File: config.mk
export PLATFORM = sky130hd
export DESIGN_NAME = wave_display_ctrl
export DESIGN_NICKNAME = d
export VERILOG_FILES = /design/src/rtl/wave_display_ctrl.sv
export SDC_FILE = /design/constraint.sdc
export NUM_CORES = 1
export LEC_CHECK = 0
export CELL_PAD_IN_SITES_DETAIL_PLACEMENT = 2
export CELL_PAD_IN_SITES_GLOBAL_PLACEMENT = 2
export CORE_MARGIN = 2
export CORE_UTILIZATION = 31
export DETAILED_ROUTE_END_ITERATION = 16
export HOLD_SLACK_MARGIN = 0.05
export PLACE_DENSITY_LB_ADDON = 0.1
export SETUP_SLACK_MARGIN = 0.05
export SLEW_MARGIN = 40
export SYNTH_ARGS = -nofsm -noshare
export SYNTH_HDL_FRONTEND = slang
export SYNTH_SLANG_ARGS = --single-unit
File: constraint.sdc
create_clock -name clk -period 5.7 [get_ports clk]
set_input_delay 1.425 -clock clk [delete_from_list [all_inputs] [get_ports clk]]
set_output_delay 1.425 -clock clk [all_outputs]
set_load 0.05 [all_outputs]
File: src/rtl/wave_display_ctrl.sv
// Waveform overlay for a VGA scan: reads one 8-bit sample per column pair from the
// display-owned half of the sample RAM and lights the rows joining adjacent samples.
module wave_display_ctrl #(
   parameter logic [23:0] WAVE_RGB = 24'hFFFFFF,
   parameter logic [9:0]  Y_TOP    = 10'd128
) (
   input  logic        clk,
   input  logic        reset,
   input  logic [10:0] x,
   input  logic [9:0]  y,
   input  logic        valid,
   input  logic        read_index,
   input  logic [7:0]  read_value,
   output logic [8:0]  read_address,
   output logic        valid_pixel,
   output logic [7:0]  r,
   output logic [7:0]  g,
   output logic [7:0]  b,
   output logic        wave_display_idle
);

   localparam logic [10:0] Y_LO = {1'b0, Y_TOP};
   localparam logic [10:0] Y_HI = Y_LO + 11'd256;

   logic [10:0] y_ext;
   logic        in_rows;
   logic        in_window;
   logic        frame_start;
   logic [7:0]  yr;

   logic        latched_index;
   logic        s1_win;
   logic [7:0]  s1_yr;
   logic [7:0]  s1_idx;
   logic [7:0]  last_idx;
   logic [7:0]  prev_h;
   logic [7:0]  cur_h;

   logic [7:0]  h;
   logic [7:0]  eff_prev;
   logic        lit;

   assign y_ext       = {1'b0, y};
   assign in_rows     = (y_ext >= Y_LO) && (y_ext < Y_HI);
   assign in_window   = valid && in_rows && (x < 11'd512);
   assign frame_start = valid && (x == 11'd0) && (y == 10'd0);
   // Row offset wraps modulo 256, so only the low byte of Y_TOP matters here.
   assign yr          = y[7:0] - Y_TOP[7:0];

   assign read_address = {latched_index, x[8:1]};

   always_ff @(posedge clk) begin
      if (reset) begin
         latched_index <= 1'b0;
      end else if (frame_start) begin
         latched_index <= read_index;
      end
   end

   always_ff @(posedge clk) begin
      if (reset) begin
         s1_win <= 1'b0;
         s1_yr  <= 8'd0;
         s1_idx <= 8'd0;
      end else begin
         s1_win <= in_window;
         s1_yr  <= yr;
         s1_idx <= x[8:1];
      end
   end

   // The line for a sample runs from the previous visible sample's height to its own;
   // sample 0 starts a fresh trace so it never joins the tail of the last row.
   always_comb begin
      h        = 8'd255 - read_value;
      eff_prev = prev_h;
      if (s1_idx == 8'd0) begin
         eff_prev = h;
      end else if (s1_idx != last_idx) begin
         eff_prev = cur_h;
      end
      lit = s1_win &&
            (((s1_yr >= eff_prev) && (s1_yr <= h)) ||
             ((s1_yr >= h) && (s1_yr <= eff_prev)));
   end

   always_ff @(posedge clk) begin
      if (reset) begin
         prev_h   <= 8'd0;
         cur_h    <= 8'd0;
         last_idx <= 8'd0;
      end else if (s1_win) begin
         prev_h   <= eff_prev;
         cur_h    <= h;
         last_idx <= s1_idx;
      end
   end

   always_ff @(posedge clk) begin
      if (reset) begin
         valid_pixel <= 1'b0;
         r           <= 8'd0;
         g           <= 8'd0;
         b           <= 8'd0;
      end else if (lit) begin
         valid_pixel <= 1'b1;
         r           <= WAVE_RGB[23:16];
         g           <= WAVE_RGB[15:8];
         b           <= WAVE_RGB[7:0];
      end else begin
         valid_pixel <= 1'b0;
         r           <= 8'd0;
         g           <= 8'd0;
         b           <= 8'd0;
      end
   end

   // Idle ignores valid so capture can swap banks during blanking rows as well.
   always_ff @(posedge clk) begin
      if (reset) begin
         wave_display_idle <= 1'b0;
      end else begin
         wave_display_idle <= !in_rows;
      end
   end

endmodule

Word-level counts from Yosys, hierarchy flattened
Index checks and enable logic that the tools add are counted.
Storage, ports and cells
  output and inout bits: 35
  word-level logic and storage cells: 37
  bits of input ports: 33
  bits in registers: 52
Operators by class
  multiplexer cells: 4
  reductions and logical operators: 13
  add/subtract/negate cells: 2
  equal/unequal tests: 1
  magnitude comparators: 7
Operator list (number)
  $mux 8: 3
  $ge 8x8->1: 2
  $le 8x8->1: 2
  $logic_not 11->1: 1
  $lt 11x10->1 const B: 1
  $ge 10x8->1 const B: 1
  $logic_not 10->1: 1
  $lt 10x9->1 const B: 1
  $logic_and 1x1->1: 8
  $logic_not 8->1: 1
  $ne 8x8->1: 1
  $sub 8x8->8 const A: 1
  $sub 8x8->8 const B: 1
  $logic_not 1->1: 1
  $logic_or 1x1->1: 1
  $mux 1: 1

Depth between registers and ports, before layout
Gate-level depths: netlist of the first run.
  depth after elaboration: 8
  depth in mapped cells: 11
  gate-level depth less buffers: 11

Least setup slack after synthesis of the first run
OpenSTA, ideal clock, no wires.
  path type: in2out
  start point: input port x[1]
  end point: output port read_address[0]
  slack: 2.680 ns
  path buffers: 1
  stages: 1
  data arrival time: 1.595 ns
  required time: 4.275 ns
  cells stage by stage: buf_4
RTL lines
  start: declaration: line 9  | input logic [10:0] x,
  end: declaration: line 14  | output logic [8:0] read_address,
No word-level cell between the ends.

Worst setup path after layout of the first run
  start point: input port x[4]
  end point: output port read_address[3]
No word-level cell between the ends.

==> key figures, run 1 <==
Status
  • Result of the run: completed

Setup path
  • Crit-path max FO: 3
  • R2R depth: 10
  • Worst EP arrival: roughly 2.8 ns
  • Critical path class: in2out
  • Startpoint types: primary input
  • Cell chain of the critical path: clkdlybuf4s50_1 > clkdlybuf4s50_1
  • Worst setup EP type: output port
  • Cell repeated most along the worst path: clkdlybuf4s50_1
  • Critical Path Max Stage Delay: 0.82 ns
  • WP buf/inv: 2
  • Slowest-stage cell, CP: clkdlybuf4s50_1
  • WP data required: about 4.3 ns
  • CP top delay family: buffers and inverters
  • Crit path depth: 2

STA
  • Max Freq: between 200 and 250 MHz
  • Hold Slack: 0.5023 ns
  • Max-slew violations: 0
  • Fin crit period: between 4 and 5 ns
  • Sum Neg Setup Slack: 0 ns
  • Hold Vio Cnt, Final: 0
  • Clock skew: approximately 0.0057 ns
  • Final setup vio count: 0
  • RSZ-0062 raised after global routing: false
  • Relative slew slack: 51.35%
  • Tightest Pin Transition: 0.7288 ns
  • Final period utilization: between 70% and 80%

Layout
  • Diode count: 0
  • Most frequent cells in the layout: 66 x clkdlybuf4s50_1, 44 x dfxtp_1, 32 x nor2_1
  • Commonest non-fill, non-tap cell in the layout: clkdlybuf4s50_1
  • Final nets: approximately 340
  • Syn-to-layout area delta: 25.24%
  • Share of cells above drive strength 1: a little over a tenth

Power
  • Total Power: between 600 and 700 uW
  • P_leak: between 0.001 and 0.0015 uW
  • PD cells: 228.2 nW/um^2
  • Maximum vdd drop: approximately 0.11 mV

Global route
  • Largest net degree at the start of global routing: 45
  • Initial antenna violation count: 0
  • Vias in the first global route: between 2000 and 2500
  • Grt ovf: 0
  • Global Route Usage Sum: between 10% and 20%
  • First-pass GRT wire length: about 10000 um

Place
  • Final HPWL DP: between 4000 and 5000 um
  • Placer Congestion: 0.7554
  • Number of I/O port buffers: 67

Logic synthesis
  • Syn avg cell area: between 9 and 10 sq um
  • Post-synthesis sequential area ratio: a little over a third
  • Cell area after synthesis: around 2400 sq um
  • Library cells used by synthesis: 33
  • Number of enable flip-flop cells after synthesis: 0
  • Yosys warns: 0
  • #FFs+latches synth: 44
  • Post-synthesis net count: 309
  • Post-synth ARST share: 0%
  • Cells after synthesis: 260
  • Post-synth top flop: dfxtp_1

Min path
  • Worst hold stages: 2
  • Worst Hold Class: reg2reg

Routing
  • Vias/cell: approximately 4.8
  • Iteration-0 DRC Markers: 37
  • Antenna Nets Post-Route: 0
  • DR WL/cell: ~16 um
  • Post-Route WL: 6198 um
  • DRC: 0
  • Via count: ~1900
  • Initial DRT Pass Iterations: 4

Die
  • Row Count: 32
  • Core area: roughly 7700 sq um
  • Initial core utilization: between 30% and 40%
  • Die Height: 92.69 um
  • # IOs: 68
  • Chip width: ~93 um
  • Die Area: roughly 8600 sq um

Clock network
  • Clock Latency Late Sink: 0.30 ns
  • CTS H-Tree Depth: 2
  • Post-cts gate resize count: 0
  • Clock Tree Root: clkbuf_8
  • CTS clk-pin slew, worst paths: roughly 0.09 ns
  • Post-CTS setup repair buffer count: 0
  • # hold bufs at CTS: 0
  • Sink Count: between 40 and 50
  • Num CTS Buffers: 5
  • TritonCTS clock tree: built
  • CTS max path bufs: 2

Job
  • MaxCap Viol Count: 0
==> path summary, 6_finish.rpt <==
path | startpoint | end | slack (ns)
max | x[4] | read_address[3] | 1.52
max reg2reg | s1_idx[3]$_SDFF_PP0_ | b[6]$_SDFF_PP0_ | 2.56
min reg2reg | cur_h[6]$_SDFFE_PP0P_ | cur_h[6]$_SDFFE_PP0P_ | 0.50
min | cur_h[6]$_SDFFE_PP0P_ | cur_h[6]$_SDFFE_PP0P_ | 0.50
==> Yosys cell counts, drive strengths merged, types with 7 or more instances <==
cell type | instances | area, sq um
a21oi | 7 | 35.03
ha | 16 | 200.2
o31ai | 8 | 60.06
nand4 | 7 | 43.79
nor2 | 34 | 146.4
nor2b | 17 | 106.4
mux2i | 9 | 90.09
mux2 | 8 | 90.09
nand2 | 11 | 41.29
xnor2 | 9 | 78.83
buf | 38 | 281.5
o21ai | 8 | 40.04
dfxtp | 44 | 880.8
clkbuf | 7 | 26.28
a211oi | 16 | 160.2
==> cells by family (layout without fill, tap and decap cells) <==
| kind of cell | Yosys count | after routing | synth area share, % |
|---|---|---|---|
| AND/OR/NAND/NOR | 79 | 79 | 16.88 |
| buffers and inverters | 48 | 79 | 13.08 |
| AO/OA/AOI/OAI | 47 | 47 | 15.09 |
| flip-flops | 44 | 44 | 36.12 |
| multiplexers | 17 | 17 | 7.389 |
| adder cells (fa/ha/maj) | 16 | 16 | 8.209 |
| XOR/XNOR | 9 | 9 | 3.233 |
==> power breakdown <==
| group | total [uW] | internal, uW | switching, uW | leakage, uW |
|---|---|---|---|---|
| Combinational | 125 | 57.0 | 68.3 | 0.000639 |
| Sequential | 324 | 316 | 7.68 | 0.000360 |
| Clock | 248 | 132 | 116 | 0.0000548 |
==> metrics by stage <==
stage / area, sq um / std cells / utilization, % / setup WS, ns
2_1_floorplan: 2439 / 260 / - / 2.680
3_3_place_gp: 2932 / 385 / 38.13 / 1.526
3_5_place_dp: 2934 / 385 / 38.17 / 1.512
4_1_cts: 3049 / 393 / 39.66 / 1.512
5_1_grt: 3054 / 393 / 39.73 / 1.482
6_report: 3054 / 393 / 39.73 / 1.524
==> state kept, by name, indices dropped and copies added (netlist names) <==
name and count:
cur_h 8, last_idx 8, prev_h 8, s1_idx 8, s1_yr 8, b 1
latched_index 1, s1_win 1, wave_display_idle 1
==> cell type report <==
cell class	instances	area, sq um
Multi-Input combinational cell	168	1244
Fill cell	847	4633
Timing Repair Buffer	68	675.6
Sequential cell	44	880.8
Tap cell	102	127.6
Clock inverter	3	46.29
Clock buffer	5	68.82
Inverter	3	11.26
==> worst register-to-register path: stages, from the launching register on <==
cell	delay, ns
dfxtp_1	0.40
xnor2_1	0.15
nand4_1	0.20
nor2_4	0.45
mux2_2	0.40
o21ai_0	0.20
ha_1	0.29
a21oi_1	0.14
o21ai_0	0.18
a211o_1	0.31
a311oi_1	0.31
==> layer usage <==
layer	share of wire (%)	vias to the layer above	global-route usage, %
met3	6.4	5	4.312
met4	0.98	0	4.779
li1	-	943	-
met2	44	60	25.00
met5	0	-	0
met1	49	893	20.04
(Power assumes the default switching activity.)
==> run 2: changes to the inputs <==
--- a/config.mk
+++ b/config.mk
@@ -8,7 +8,7 @@
 export CELL_PAD_IN_SITES_DETAIL_PLACEMENT = 2
 export CELL_PAD_IN_SITES_GLOBAL_PLACEMENT = 2
 export CORE_MARGIN = 2
-export CORE_UTILIZATION = 31
+export CORE_UTILIZATION = 29
 export DETAILED_ROUTE_END_ITERATION = 16
 export HOLD_SLACK_MARGIN = 0.05
 export PLACE_DENSITY_LB_ADDON = 0.1
==> constraint.sdc (replaced) <==
create_clock -name clk -period 4.29 [get_ports clk]
set_input_delay 1.0725 -clock clk [delete_from_list [all_inputs] [get_ports clk]]
set_output_delay 1.0725 -clock clk [all_outputs]
set_load 0.05 [all_outputs]
==> key figures, run 2 (synthesis results as in run 1) <==
Power
  • Clock Power Share: between 30% and 40%
  • Sw power: approximately 240 uW
  • PD cells: between 300 and 400 nW/um^2
  • Combinational fraction of design power: approximately 18%
  • Int Pwr: 702.0 uW
  • Switching part of the total: about a quarter
  • Sequential fraction of design power: 45.4%
  • P_leak: ~0.0011 uW
  • Maximum vdd drop: ~0.1 mV
  • Total Power: 945.4 uW

Global route
  • Grt met1 use: 18.95%
  • Vias in the first global route: ~2000
  • GRT Max-Usage Layer: met2
  • Largest net degree at the start of global routing: 45
  • Grt ovf: 0
  • Met3 GRT Util: under 10%
  • Grt met2 use: 22.73%
  • First-pass GRT wire length: 9846 um
  • Initial antenna violation count: 0
  • Global Route Usage Sum: between 10 and 15%

Setup path
  • WP buf/inv: 2
  • Cell repeated most along the worst path: clkdlybuf4s50_1
  • Critical path class: in2out
  • FF-to-FF setup slack: 0.97 ns
  • Crit-path max FO: 3
  • Cell chain of the critical path: clkdlybuf4s50_1 > clkdlybuf4s50_1
  • Worst reg2reg endpoint: b[6]$_SDFF_PP0_
  • Critical Path Max Stage Delay: just over 0.8 ns
  • Startpoint types: primary input
  • R2R depth: 12
  • CP top delay family: buffers and inverters
  • Worst setup EP type: output port
  • WP data required: roughly 3.2 ns
  • Worst EP arrival: about 2.4 ns
  • Slowest-stage cell, CP: clkdlybuf4s50_1
  • Worst r2r src: s1_idx[1]$_SDFF_PP0_

Routing
  • Vias/cell: around 4.8
  • DRC: 0
  • Initial DRT Pass Iterations: 4
  • Post-Route WL: 6157 um
  • Iteration-0 DRC Markers: 48
  • Antenna Nets Post-Route: 0
  • DR WL/cell: 15.47 um
  • Via count: a little under 2000

Place
  • Placed cells: between 300 and 400
  • Number of I/O port buffers: 67
  • Worst slack, placed: between 0.7 and 0.8 ns
  • Placer Congestion: between 0.7 and 0.8
  • Final HPWL DP: ~4700 um

Min path
  • Hold Path Sink: cur_h[6]$_SDFFE_PP0P_
  • Hold Startpoint: cur_h[6]$_SDFFE_PP0P_
  • Worst Hold Class: reg2reg
  • Worst hold stages: 2

Layout
  • Area of the multi-input gates: roughly 1200 sq um
  • Most frequent cells in the layout: 67 x clkdlybuf4s50_1, 43 x dfxtp_1, 32 x nor2_1
  • Diode count: 0
  • Final std cells w/o fill: a little under 400
  • Filler instances: 909
  • Final nets: between 300 and 400
  • Commonest non-fill, non-tap cell in the layout: clkdlybuf4s50_1
  • Syn-to-layout area delta: 26.42%
  • Share of cells above drive strength 1: between 10 and 15%
  • Storage element area: ~900 sq um

Clock network
  • TritonCTS clock tree: built
  • CTS max path bufs: 2
  • Sink Count: 44
  • Post-CTS setup repair buffer count: 0
  • Clock Latency Late Sink: 0.29 ns
  • Post-cts gate resize count: 0
  • CTS clk-pin slew, worst paths: 0.08 ns
  • Num CTS Buffers: 5
  • # hold bufs at CTS: 0
  • CTS H-Tree Depth: 2
  • Clock Tree Root: clkbuf_8

STA
  • Clock skew: around 0.0054 ns
  • Hold Vio Cnt, Final: 0
  • Setup ws final: just under 0.8 ns
  • Tightest Pin Transition: approximately 0.64 ns
  • RSZ-0062 raised after global routing: false
  • Relative slew slack: 57.16%
  • Fin crit period: 3.502 ns
  • Sum Neg Setup Slack: 0 ns
  • Max Freq: 285.5 MHz
  • Max-slew violations: 0
  • Final period utilization: 81.63%
  • Final setup vio count: 0
  • Hold Slack: approximately 0.50 ns

Die
  • Die Area: roughly 9200 sq um
  • Die Height: around 96 um
  • Chip width: ~96 um
  • # IOs: 68
  • Core area: 8175 sq um
  • Initial core utilization: ~30%
  • Row Count: 33

Status
  • Result of the run: completed

Job
  • MaxCap Viol Count: 0
run 2: cell types whose count changed in the layout (fill, tap and decap cells not counted), sizes merged:
cell	change
clkbuf	+2
buf	+1
clkdlybuf4s50	+1
clkinvlp	-1
inv	-1
run 2: worst max-delay path by stage:
stage,from,endpoint,depth (start not counted),slack (ns)
floorplan,s1_idx[7]$_SDFF_PP0_,b[6]$_SDFF_PP0_,11,1.69
global placement,x[2],read_address[1],2,0.82
detailed placement,x[3],read_address[2],2,0.78
CTS,x[3],read_address[2],2,0.77
global route,s1_idx[2]$_SDFF_PP0_,b[6]$_SDFF_PP0_,12,0.71
finish,x[3],read_address[2],2,0.79
run 2: power groups by stage:
stage | clock (uW) | combinational (uW) | sequential (uW)
final | 349 | 166 | 430
after global routing | 386 | 185 | 432
after CTS | 362 | 170 | 430
after detailed placement | 0 | 169 | 440
after global placement | 0 | 166 | 439
after floorplan | 0 | 107 | 438
run 2: final cells by class:
class	instances	share of cell area, %
multi-input combinational	168	40.18
tap	105	4.261
sequential	44	28.61
clock buffer	7	3.125
timing repair buffer	70	22.48
clock inverter	1	0.9740
inverter	3	0.3653
run 2: tightest hold or removal path, stage by stage, from the launching register on:
cell      delay, ns
dfxtp_1        0.33
nor2_1         0.09
a211oi_1       0.05
run 2: metal layers:
| metal | routed length [um] | vias up |
|---|---|---|
| met4 | 44 | 0 |
| li1 | - | 949 |
| met1 | 3032 | 917 |
| met3 | 319 | 4 |
| met5 | 0 | - |
| met2 | 2761 | 58 |
run 2: per-stage QoR:
step / area, sq um / utilization [%]
after floorplan: 2439 / -
after global placement: 2955 / 36.15
after detailed placement: 2957 / 36.16
after CTS: 3083 / 37.71
after global routing: 3083 / 37.71
final: 3083 / 37.71
